--- config.mk ---
export PLATFORM = sky130hd
export DESIGN_NAME = sid_envelope
export DESIGN_NICKNAME = d
export VERILOG_FILES = /design/src/rtl/sid_pkg.sv /design/src/rtl/sid_envelope.sv
export SDC_FILE = /design/constraint.sdc
export NUM_CORES = 1
export LEC_CHECK = 0
export ABC_AREA = 1
export CAP_MARGIN = 10
export CORE_MARGIN = 8
export CORE_UTILIZATION = 35
export DETAILED_ROUTE_END_ITERATION = 10
export PLACE_DENSITY = 0.57
export SETUP_SLACK_MARGIN = 0.05
export SLEW_MARGIN = 20
export SYNTH_ARGS = -nofsm -noshare
export SYNTH_HDL_FRONTEND = slang
export SYNTH_SLANG_ARGS = --single-unit
--- constraint.sdc ---
create_clock -name clk -period 4.45 [get_ports clk]
set_clock_uncertainty 0.15 [all_clocks]
set_input_delay 0.445 -clock clk [delete_from_list [all_inputs] [get_ports clk]]
set_output_delay 0.445 -clock clk [all_outputs]
set_load 0.01 [all_outputs]
--- src/rtl/sid_pkg.sv ---
// SID shared types and constants for the voice envelope generator.
// Holds the ADSR state encoding, rate period table and exponential period map.
package sid;

    // ADSR phase as seen on the debug port.
    typedef enum logic [1:0] {
        ATTACK        = 2'd0,
        DECAY_SUSTAIN = 2'd1,
        RELEASE       = 2'd2
    } envelope_state_e;

    // Rate counter compare value for each of the 16 register rate codes.
    localparam logic [14:0] RATE_PERIOD [16] = '{
        15'd8,    15'd31,   15'd62,   15'd94,
        15'd148,  15'd219,  15'd266,  15'd312,
        15'd391,  15'd976,  15'd1953, 15'd3125,
        15'd3906, 15'd11719, 15'd19531, 15'd31250
    };

    // Number of rate steps per envelope decrement, by current envelope value.
    // Values above 0x5D behave like 0xFF (one step per decrement).
    function automatic logic [4:0] exp_period(input logic [7:0] env);
        logic [4:0] p;
        if (env == 8'h00) begin
            p = 5'd1;
        end else if (env <= 8'h06) begin
            p = 5'd30;
        end else if (env <= 8'h0E) begin
            p = 5'd16;
        end else if (env <= 8'h1A) begin
            p = 5'd8;
        end else if (env <= 8'h36) begin
            p = 5'd4;
        end else if (env <= 8'h5D) begin
            p = 5'd2;
        end else begin
            p = 5'd1;
        end
        return p;
    endfunction

endpackage

--- src/rtl/sid_envelope.sv ---
// Per-voice SID ADSR envelope generator: rate counter, exponential
// counter and attack/decay-sustain/release state machine, advanced on ce.
module sid_envelope
    import sid::*;
(
    input  logic       clk,
    input  logic       rst,
    input  logic       ce,
    input  logic       gate,
    input  logic [7:0] attack_decay,
    input  logic [7:0] sustain_release,
    output logic [7:0] envelope_o,
    output logic [1:0] state_o
);

    envelope_state_e state_q, state_d;
    logic [7:0]      env_q, env_d;
    logic [14:0]     rate_cnt_q, rate_cnt_d;
    logic [4:0]      exp_cnt_q, exp_cnt_d;
    logic            hold_zero_q, hold_zero_d;
    logic            gate_prev_q, gate_prev_d;

    logic [3:0]      rate_sel;
    logic [14:0]     rate_period;
    logic            rate_step;
    logic [4:0]      exp_next;
    logic            exp_step;
    logic            decay_ok;
    logic [7:0]      sustain_level;

    assign sustain_level = {sustain_release[7:4], sustain_release[7:4]};

    // Next-state logic: gate edges first, then the rate/exponential step
    // evaluated against the post-edge state.
    always_comb begin
        state_d     = state_q;
        env_d       = env_q;
        rate_cnt_d  = rate_cnt_q;
        exp_cnt_d   = exp_cnt_q;
        hold_zero_d = hold_zero_q;
        gate_prev_d = gate_prev_q;
        rate_sel    = 4'd0;
        rate_period = 15'd0;
        rate_step   = 1'b0;
        exp_next    = 5'd0;
        exp_step    = 1'b0;
        decay_ok    = 1'b0;

        if (ce) begin
            gate_prev_d = gate;
            if (gate && !gate_prev_q) begin
                state_d     = ATTACK;
                hold_zero_d = 1'b0;
            end else if (!gate && gate_prev_q) begin
                state_d = RELEASE;
            end

            unique case (state_d)
                ATTACK:        rate_sel = attack_decay[7:4];
                DECAY_SUSTAIN: rate_sel = attack_decay[3:0];
                default:       rate_sel = sustain_release[3:0];
            endcase
            rate_period = RATE_PERIOD[rate_sel];

            // Equality compare only: a lowered period makes the counter
            // run through 0x7FFF and wrap before it can match again.
            if (rate_cnt_q == rate_period) begin
                rate_cnt_d = 15'd0;
                rate_step  = 1'b1;
            end else begin
                rate_cnt_d = rate_cnt_q + 15'd1;
            end

            if (rate_step) begin
                if (state_d == ATTACK) begin
                    if (!hold_zero_d) begin
                        if (env_q != 8'hFF) begin
                            env_d = env_q + 8'd1;
                        end
                        if (env_q >= 8'hFE) begin
                            state_d = DECAY_SUSTAIN;
                        end
                    end
                end else begin
                    exp_next = exp_cnt_q + 5'd1;
                    if (exp_next >= exp_period(env_q)) begin
                        exp_cnt_d = 5'd0;
                        exp_step  = 1'b1;
                    end else begin
                        exp_cnt_d = exp_next;
                    end
                end
            end

            decay_ok = (state_d == RELEASE) || (env_q > sustain_level);
            if (exp_step && !hold_zero_d && decay_ok) begin
                if (env_q != 8'h00) begin
                    env_d = env_q - 8'd1;
                end
                if (env_q <= 8'h01) begin
                    hold_zero_d = 1'b1;
                end
            end
        end
    end

    // State registers with synchronous reset that overrides ce.
    always_ff @(posedge clk) begin
        if (rst) begin
            state_q     <= RELEASE;
            env_q       <= 8'h00;
            rate_cnt_q  <= 15'd0;
            exp_cnt_q   <= 5'd0;
            hold_zero_q <= 1'b1;
            gate_prev_q <= 1'b0;
        end else begin
            state_q     <= state_d;
            env_q       <= env_d;
            rate_cnt_q  <= rate_cnt_d;
            exp_cnt_q   <= exp_cnt_d;
            hold_zero_q <= hold_zero_d;
            gate_prev_q <= gate_prev_d;
        end
    end

    assign envelope_o = env_q;
    assign state_o    = state_q;

endmodule

==> impl_results.md <==
- Yosys warns: 0
- Vias in the first global route: 3,750
- DR iter-0 viols: 256
- CP cell instances: clkdlybuf4s50_1, inv_1, nand2_2, nand2_2, nand2_4, inv_2, nand2_1, nand2_1, nor2_4, ha_1, inv_1, nand4_1, nand3_1, nand2_1, nand2_1, nand3_2, nor3_4, nand2_2, inv_2, nand4_1, o21ai_1, nand2_1, nand2_1
- Hold Violations, Final: 0
- Most common library cells after synthesis: 182 x nand2_1, 80 x inv_1, 67 x nand3_1
- Initial Utilization: 35.82%
- Top FF cell, synth: dfxtp_1
- Max Slew Vio Count: 0
- Root Buffer: clkbuf_8
- Relative slew slack: 53.02%
- Most common cell in the synthesized netlist: nand2_1
- Aggregate global-route resource usage: 15.12%
- Syn avg cell area: 5.882 µm²
- Tcrit/Tclk final: 85.64%
- CTS Sinks: 32
- CTS Hold Bufs: 0
- Setup CP Type: in2reg
- # port buffers: 29
- Hold/Removal Path Class: reg2reg
- MaxCap Viol Count: 0
- ANT nets after route: 0
- Outcome: finished clean
- Initial antenna violation count: 0
- Maximum clock insertion buffer count: 2
- Multi-input gate area: 2585 µm²
- Routability congestion estimate: 0.9032
- Worst EP required: 4.54 ns
- First-pass GRT wire length: 17,870 µm
- Wire per inst: 13.52 µm
- Number of antenna diodes: 0
- Synth cell types: 38
- Fill count: 1,093
- Largest net degree at the start of global routing: 20
- Slew at the pin with the worst max-slew slack: 0.7026 ns
- DR vias: 3,999
- VDD IR max: 111.0 µV
- Final setup TNS: 0 ns
- Core ar.: 10,230 µm²
- Die area: 14,000 µm²
- Die Span X: 118.3 µm
- Max stage delay cell, worst path: clkdlybuf4s50_1
- Max incr delay on CP: 0.49 ns
- Leakage power: 0.002049 µW
- Cells after Synth: 623
- HPWL after detailed placement: 8361 µm
- Crit path DAT: 3.90 ns
- Vias per cell: 5.068
- Top cells by area, synth: nand2_1 19%, dfxtp_1 17%, nand3_1 9.1%, ha_1 8.9%, inv_1 8.2%
- Register area: 640.6 µm²
- Finish-stage setup viols: 0
- Syn nets: 669
- Register area share after synthesis: 17.48%
- Fraction of layout cells with a size suffix above 1: 8.116%
- First-pass DRT Iterations: 5
- Crit path time final: 3.811 ns
- Post-synth EDFFs: 0
- CP delay by family, top: simple AND/OR/NAND/NOR gates
- Placement Cell Area: 4109 µm²
- Crit. End Element: flip-flop
- DRC Markers: 0
- Nets: 698
- Cell Rows: 37
- Clk slew on worst S/H paths: 0.08 ns
- Drt total wl: 10,670 µm
- Peak fanout along the critical path: 12
- Die H: 118.3 µm
- Number of CTS-inserted buffers: 5
- Buf/Inv on CP: 5
- Most frequent CP cell: nand2_1
- Syn-to-layout area delta: 15.30%
- Fin area: 4225 µm²
- Unrepaired setup endpoints after global routing: no
- CTS H-tree depth: 2
- Largest area contributor in the netlist: nand2_1
- CTS tree: yes
- Post-Syn Area: 3665 µm²
- Grt total ovfl: 0
- Async S/R FF share, synth: 0%
- Ports: 30
- Clock Latency Late Sink: 0.29 ns
- Seq cells post-synth: 32
- Fmax: 262.4 MHz
- Worst Setup Start Kind: primary input
- Top-area cell type share of the netlist area: 18.64%
- Power Dens Cells: 220.4 nW/µm²
registers in the layout, summed over array words and instances (netlist names):
register / count
state_o: 2
exp_cnt_q: 5
gate_prev_q: 1
hold_zero_q: 1
envelope_o: 8
rate_cnt_q: 15
through the flow:
step | std cells | utilization (%) | power [µW] | setup slack (ns) | hold WS [ns]
finish | 789 | 41.30 | 931.3 | 0.6392 | 0.3226
global route | 789 | 41.30 | 998.5 | 0.1606 | 0.3572
CTS | 789 | 41.25 | 935.0 | 0.5630 | 0.3263
detailed placement | 781 | 40.16 | 638.4 | 0.2685 | 0.3054
global placement | 781 | 40.16 | 636.7 | 0.3236 | 0.3011
floorplan | 623 | - | 554.0 | 1.012 | 0.2909
worst min-delay path, cell delays in order, from the launching register on:
cell and delay, ns:
dfxtp_1 0.33, a21oi_1 0.06, nand2_1 0.05
where the power goes:
group | internal, µW | total (µW) | switching (µW)
Combinational | 117 | 340 | 223
Clock | 166 | 294 | 128
Sequential | 291 | 297 | 5.79
kinds of logic (layout without fill, tap and decap cells):
kind of cell / count (synthesis) / count (layout) / synth area share, %
AO/OA/AOI/OAI: 72 / 72 / 10.69
flip-flops: 32 / 32 / 17.48
XOR/XNOR: 17 / 17 / 4.063
AND/OR/NAND/NOR: 366 / 366 / 46.77
adder cells (fa/ha/maj): 26 / 26 / 8.877
buffers and inverters: 110 / 140 / 12.12
what timing repair did:
item                                    CTS  global route
endpoints found under the setup margin    0             1
setup buffers                             0             0
gates resized for setup                   0             1
area by class of cell:
class / count / area share (%)
Clock buffer: 5 / 1.629
Clock inverter: 3 / 1.007
Inverter: 92 / 8.173
Multi-Input combinational cell: 481 / 61.18
Sequential cell: 32 / 15.16
Tap cell: 136 / 4.027
Timing Repair Buffer: 40 / 8.824
per-layer routing:
layer | vias to the layer above | track usage [%] | wire length [µm] | share of wire, %
met5 | - | 0 | 0 | 0
met4 | 0 | 5.364 | 211 | 2.0
met3 | 15 | 2.808 | 564 | 5.3
met2 | 110 | 24.65 | 4875 | 46
met1 | 1816 | 19.49 | 5014 | 47
li1 | 2058 | - | - | -
cells in the final DEF, fill, tap and decap left out, drive strengths merged, types with 2 or more instances in the layout:
master / n
a31oi: 2
xor2: 15
inv: 85
dfxtp: 32
ha: 26
xnor2: 2
buf: 11
clkbuf: 5
nor3b: 5
nand2: 190
nand3b: 6
o211ai: 2
nor3: 13
nor2: 61
o21ai: 34
nand3: 75
clkinv: 8
a21oi: 29
nand4: 15
clkdlybuf4s50: 29
worst paths after layout:
kind	from	end	slack, ns	cells after the start
max	gate	hold_zero_q	0.64	23
min	hold_zero_q	hold_zero_q	0.32	2
max reg2reg	envelope_o[5]	envelope_o[3]	0.78	18
min reg2reg	hold_zero_q	hold_zero_q	0.32	2
Power figures use the tool's default switching activity.
